$ cat config.mk
export PLATFORM = sky130hd
export DESIGN_NAME = fptosi_iter
export DESIGN_NICKNAME = d
export VERILOG_FILES = /design/src/rtl/fptosi_iter.sv
export SDC_FILE = /design/constraint.sdc
export NUM_CORES = 1
export LEC_CHECK = 0
export ABC_AREA = 1
export CAP_MARGIN = 20
export CELL_PAD_IN_SITES_DETAIL_PLACEMENT = 2
export CELL_PAD_IN_SITES_GLOBAL_PLACEMENT = 2
export CORE_MARGIN = 1
export CORE_UTILIZATION = 29
export CTS_BUF_LIST = sky130_fd_sc_hd__clkbuf_4 sky130_fd_sc_hd__clkbuf_8 sky130_fd_sc_hd__clkbuf_16
export CTS_CLUSTER_DIAMETER = 40
export DETAILED_ROUTE_END_ITERATION = 12
export PLACE_DENSITY = 0.88
export SYNTH_ARGS = -nofsm -noshare
export SYNTH_HDL_FRONTEND = slang
export SYNTH_SLANG_ARGS = --single-unit
$ cat constraint.sdc
create_clock -name clk -period 1.84 [get_ports clk]
set_input_delay 0.368 -clock clk [delete_from_list [all_inputs] [get_ports clk]]
set_output_delay 0.368 -clock clk [all_outputs]
set_load 0.005 [all_outputs]
$ cat src/rtl/fptosi_iter.sv
// fptosi_iter: iterative float32 -> signed int32 converter (truncate toward zero).
//
// The integer magnitude is built by shifting the 24-bit significand one bit
// per cycle toward its final position. The float sign then selects a
// two's-complement negation. NaN converts to 0. Inf and out-of-range values
// saturate. Zero, denormals and |x| < 1 convert to 0. One token is in flight
// at a time.
//
// Handshake: a token moves on a channel at a rising edge where valid and
// ready are both high. The producer holds its data and valid steady until
// that edge. outs and outs_valid stay stable from when outs_valid rises
// until the delivery edge. ins_ready is high only in IDLE, and never while
// rst is high.
//
// Ports:
//   clk        clock, rising edge
//   rst        synchronous active-high reset
//   ins        float32 operand {sign, exponent[7:0], mantissa[22:0]}
//   ins_valid  operand valid
//   ins_ready  converter can accept an operand
//   outs       signed integer result (holds the last result in all states)
//   outs_valid result valid
//   outs_ready consumer accepts result
module fptosi_iter #(
  parameter int DATA_WIDTH = 32
) (
  input  logic                  clk,
  input  logic                  rst,
  input  logic [DATA_WIDTH-1:0] ins,
  input  logic                  ins_valid,
  output logic                  ins_ready,
  output logic [DATA_WIDTH-1:0] outs,
  output logic                  outs_valid,
  input  logic                  outs_ready
);

  typedef enum logic [1:0] {
    IDLE  = 2'd0,
    SHIFT = 2'd1,
    NEG   = 2'd2,
    OUT   = 2'd3
  } state_t;

  // state is left visible by name so checkers can bind to it
  state_t state;
  state_t state_n;

  logic                  sign_q;
  logic                  left_q;
  logic [4:0]            cnt;
  logic [DATA_WIDTH-1:0] mag;
  logic [DATA_WIDTH-1:0] result;

  // Operand decode, used only when a token is accepted in IDLE
  logic [7:0]  exp_f;
  logic [22:0] man_f;
  logic        is_nan;
  logic        is_sat;
  logic        is_small;
  logic        go_left;
  logic [4:0]  cnt_init;

  always_comb begin
    exp_f    = ins[30:23];
    man_f    = ins[22:0];
    is_nan   = (exp_f == 8'hFF) && (man_f != 23'd0);
    // Biased exponent 158 is E = 31; this range also holds Inf (255) and
    // exact -2^31, which saturates to the same 0x80000000
    is_sat   = (exp_f >= 8'd158) && !is_nan;
    // Biased exponent below 127 is E < 0; also covers zero and denormals
    is_small = (exp_f < 8'd127);
    // The significand's lsb sits at 2^(E-23), so E = 23 needs no shift
    go_left  = (exp_f > 8'd150);
    cnt_init = go_left ? 5'(exp_f - 8'd150) : 5'(8'd150 - exp_f);
  end

  // State register
  always_ff @(posedge clk) begin
    if (rst) state <= IDLE;
    else     state <= state_n;
  end

  // Next-state logic
  always_comb begin
    state_n = state;
    case (state)
      IDLE: begin
        if (ins_valid) begin
          if (is_nan || is_sat || is_small) state_n = OUT;
          else if (cnt_init == 5'd0)        state_n = NEG;
          else                              state_n = SHIFT;
        end
      end
      SHIFT:   if (cnt == 5'd1) state_n = NEG;
      NEG:     state_n = OUT;
      OUT:     if (outs_ready) state_n = IDLE;
      default: state_n = IDLE;
    endcase
  end

  // Outputs
  always_comb begin
    ins_ready  = (state == IDLE) && !rst;
    outs_valid = (state == OUT);
    outs       = result;
  end

  // Datapath
  always_ff @(posedge clk) begin
    if (rst) begin
      result <= '0;
      cnt    <= '0;
      mag    <= '0;
      sign_q <= 1'b0;
      left_q <= 1'b0;
    end else begin
      case (state)
        IDLE: begin
          if (ins_valid) begin
            sign_q <= ins[DATA_WIDTH-1];
            if (is_nan || is_small) begin
              result <= '0;
            end else if (is_sat) begin
              result <= ins[DATA_WIDTH-1] ? 32'h8000_0000 : 32'h7FFF_FFFF;
            end else begin
              mag    <= {8'b0, 1'b1, man_f};
              cnt    <= cnt_init;
              left_q <= go_left;
            end
          end
        end
        SHIFT: begin
          // Bits that fall off the right are dropped, which truncates toward zero
          mag <= left_q ? (mag << 1) : (mag >> 1);
          cnt <= cnt - 5'd1;
        end
        NEG: begin
          // mag < 2^31 here, so negation cannot overflow
          result <= sign_q ? (~mag + 32'd1) : mag;
        end
        default: ;
      endcase
    end
  end

endmodule
==> impl_metrics.tcl <==
set metrics [dict create \
    arrival_ps 1410 \
    grt_max_degree 44 \
    crit_path_end "outs_valid" \
    grt.total_usage 0.2673 \
    finalSetupViolations 0 \
    fin_crit_sh 0.9681 \
    p_seq_frac 0.250 \
    dr.pass1.iters 4 \
    area_growth_pct 41.29 \
    worst_slew_pin_slew_ps 384.5 \
    place_inst 1116 \
    start_util 0.2951 \
    startpoint "state[0]" \
    drive_gt1_frac 0.1865 \
    syn-cell-area_um2 4876 \
    synth_cells 788 \
    synth-seq-cells 73 \
    leakage_nw 3.160 \
    slew_violations 0 \
    avgRoutedWirePerCell_um 20.10 \
    routabilityCongestion 0.8527 \
    max_freq_mhz 561.4 \
    fillers 1953 \
    cts_root_buf "clkbuf_16" \
    dpl.hpwl_um 15740 \
    rr_startpoint "mag[4]" \
    cp_max_fo 4 \
    worstSetupEndpointType "output pin" \
    swShare 0.4890 \
    std_cell_rows 47 \
    clock_power_share 0.149 \
    rr_worst_depth 10 \
    avgSynthCellArea_um2 6.188 \
    cap_violations 0 \
    totalWireLength_um 22850 \
    io_buffers 69 \
    die_h_um 131.7 \
    grt_pass1_vias 6676 \
    status "finished clean" \
    fin_worst_skew_ps 11.20 \
    final-hold-violation-count 0 \
    drtIter0Drc 317 \
    ys.warnings.count 0 \
    num_vias 5988 \
    critPathKind "flip-flop to output pin" \
    drtAntennaViolNets 0 \
    cp.required_ps 1470 \
    overflow 0 \
    setup_ws_ps 58.73 \
    dp_slack_ps -699.0 \
    antenna_found_initial 0 \
    r2r_end "outs[20]" \
    die_w_um 131.7 \
    core-area_um2 16520 \
    power_switching_mw 5.729 \
    cts.clk_slew.worst_paths_ps 70 \
    n_antenna_cell 0 \
    synth_cell_types 37 \
    hp-class "input pin to flip-flop" \
    rrSetupSlack_ps 70 \
    tritoncts "built" \
    cts-hold-fix-buffers 0 \
    cts_buffer_depth 2 \
    grt_pass1_wl_um 36050 \
    internal_power_mw 5.987 \
    rsz0062_at_grt "true" \
    combPwrFrac 0.601 \
    fin_nets 960 \
    cellPowerDensity_nw_per_um2 1701 \
    htreeDepth 3 \
    numCtsBuffers 9 \
    drcViolationCount 0 \
    startpoint_type "flip-flop" \
    min_period_ps 1781 \
    worstSkewPairLatency_ps 360 \
    clkSinkCount 73 \
    num_io_pins 70 \
    viasPerCell 5.266 \
    layout.cells.non_filler 1137 \
    ys_seq_area_frac 0.2997 \
    slew_headroom 0.7410 \
    dieArea_um2 17340 \
    vdd_drop_max_uv 642.6 \
    synth_fp_nets 836 \
]
-- power by group through the flow --
| stage | registers (mW) | clock network [mW] | logic [mW] |
|---|---|---|---|
| 2_1_floorplan | 2.69 | 0 | 3.58 |
| 3_3_place_gp | 2.85 | 0 | 5.85 |
| 3_5_place_dp | 2.89 | 0 | 6.24 |
| 4_1_cts | 2.90 | 1.73 | 6.75 |
| 5_1_grt | 3.00 | 1.82 | 7.64 |
| 6_report | 2.93 | 1.74 | 7.04 |
-- stage by stage --
stage	power (mW)	TNS (ps)	hold slack (ps)	instance area, um^2	utilization
3_5_place_dp	9.127	-41530	523.7	6324	0.3827
5_1_grt	12.47	-118.4	561.8	6889	0.4169
3_3_place_gp	8.701	-26670	497.7	6324	0.3827
2_1_floorplan	6.275	0	437.1	4876	-
4_1_cts	11.38	0	536.1	6778	0.4102
6_report	11.72	0	503.4	6889	0.4169
-- Yosys cell counts (all sizes together) --
cell | number | area (um^2)
a21oi | 77 | 385.4
ha | 12 | 150.1
buf | 12 | 101.3
and3 | 2 | 12.51
o21ai | 150 | 750.7
a21o | 1 | 7.510
clkinv | 1 | 3.750
nor2 | 98 | 377.9
nand3 | 55 | 280.3
nor3 | 3 | 20.02
or2 | 3 | 18.77
o21a | 2 | 15.01
and2 | 3 | 18.77
o211ai | 1 | 7.510
xor2 | 5 | 43.79
xnor2 | 3 | 26.28
o22ai | 1 | 6.260
o21bai | 12 | 90.09
nand2 | 134 | 535.5
clkbuf | 27 | 102.6
nand4 | 11 | 68.82
nand3b | 1 | 7.510
inv | 101 | 384.1
dfxtp | 73 | 1461
-- cell families after synthesis --
group                    count (synthesis)  synth area share
AO/OA/AOI/OAI                          244            0.2589
XOR/XNOR                                 8           0.01437
adder cells (fa/ha/maj)                 12           0.03079
buffers and inverters                  141            0.1214
flip-flops                              73            0.2997
AND/OR/NAND/NOR                        310            0.2748
-- worst min-delay path by stage --
stage	start	endpoint	cells after the start
after detailed placement	mag[0]	mag[0]	2
after CTS	mag[0]	mag[0]	2
after global placement	cnt[2]	cnt[2]	2
final	ins[16]	mag[16]	6
after global routing	mag[0]	mag[0]	2
after floorplan	rst	cnt[2]	1
-- per-layer routing --
| metal | vias to the layer above | wire length [um] | track usage |
|---|---|---|---|
| met3 | 47 | 735 | 0.04591 |
| li1 | 2837 | - | - |
| met5 | - | 0 | 0 |
| met1 | 2975 | 8987 | 0.2921 |
| met4 | 0 | 717 | 0.1111 |
| met2 | 129 | 12410 | 0.5032 |
-- registers in the layout (all words and copies together) (netlist names) --
signal and cells:
mag 32, outs 32, cnt 5, state 2
left_q 1, sign_q 1
-- worst max-delay path, stage by stage, from the launching register on --
cell             delay [ps]
dfxtp_2                 370
ha_1                    180
clkdlybuf4s50_1         500
-- what timing repair did --
item,4_1_cts,5_1_grt
gates cloned,2,0
setup buffers,2,1
setup endpoints to repair,73,62
resized for setup,57,38
pin swaps,14,9
-- cell usage in the layout (no fill, tap or decap), types with 3 or more instances in the layout --
| cell type | count |
|---|---|
| and2_1 | 3 |
| nor2_1 | 85 |
| clkdlybuf4s50_1 | 57 |
| nand2_4 | 6 |
| dfxtp_2 | 3 |
| o21ai_0 | 131 |
| buf_4 | 70 |
| inv_1 | 87 |
| or2_2 | 3 |
| clkbuf_16 | 9 |
| nand4_1 | 11 |
| o21bai_1 | 11 |
| a21oi_2 | 6 |
| nor2_2 | 9 |
| nand2_2 | 14 |
| a21oi_1 | 70 |
| nor2_4 | 4 |
| xnor2_1 | 3 |
| ha_1 | 9 |
| dfxtp_1 | 70 |
| o21ai_1 | 18 |
| nand2_1 | 114 |
| inv_2 | 11 |
| buf_12 | 8 |
| clkinv_2 | 3 |
| nand3_1 | 53 |
| dlygate4sd2_1 | 8 |
| xor2_1 | 5 |
-- cell type report --
cell class,instances,area (um^2),area share
repair buffers,152,1470,0.2134
flip-flops and latches,73,1465,0.2127
inverters,102,397.9,0.05776
clock inverters,7,47.55,0.006902
multi-input cells,574,3008,0.4366
well taps,220,275.3,0.03996
clock buffers,9,225.2,0.03269
Note: power is estimated with default switching activity, not from simulation.
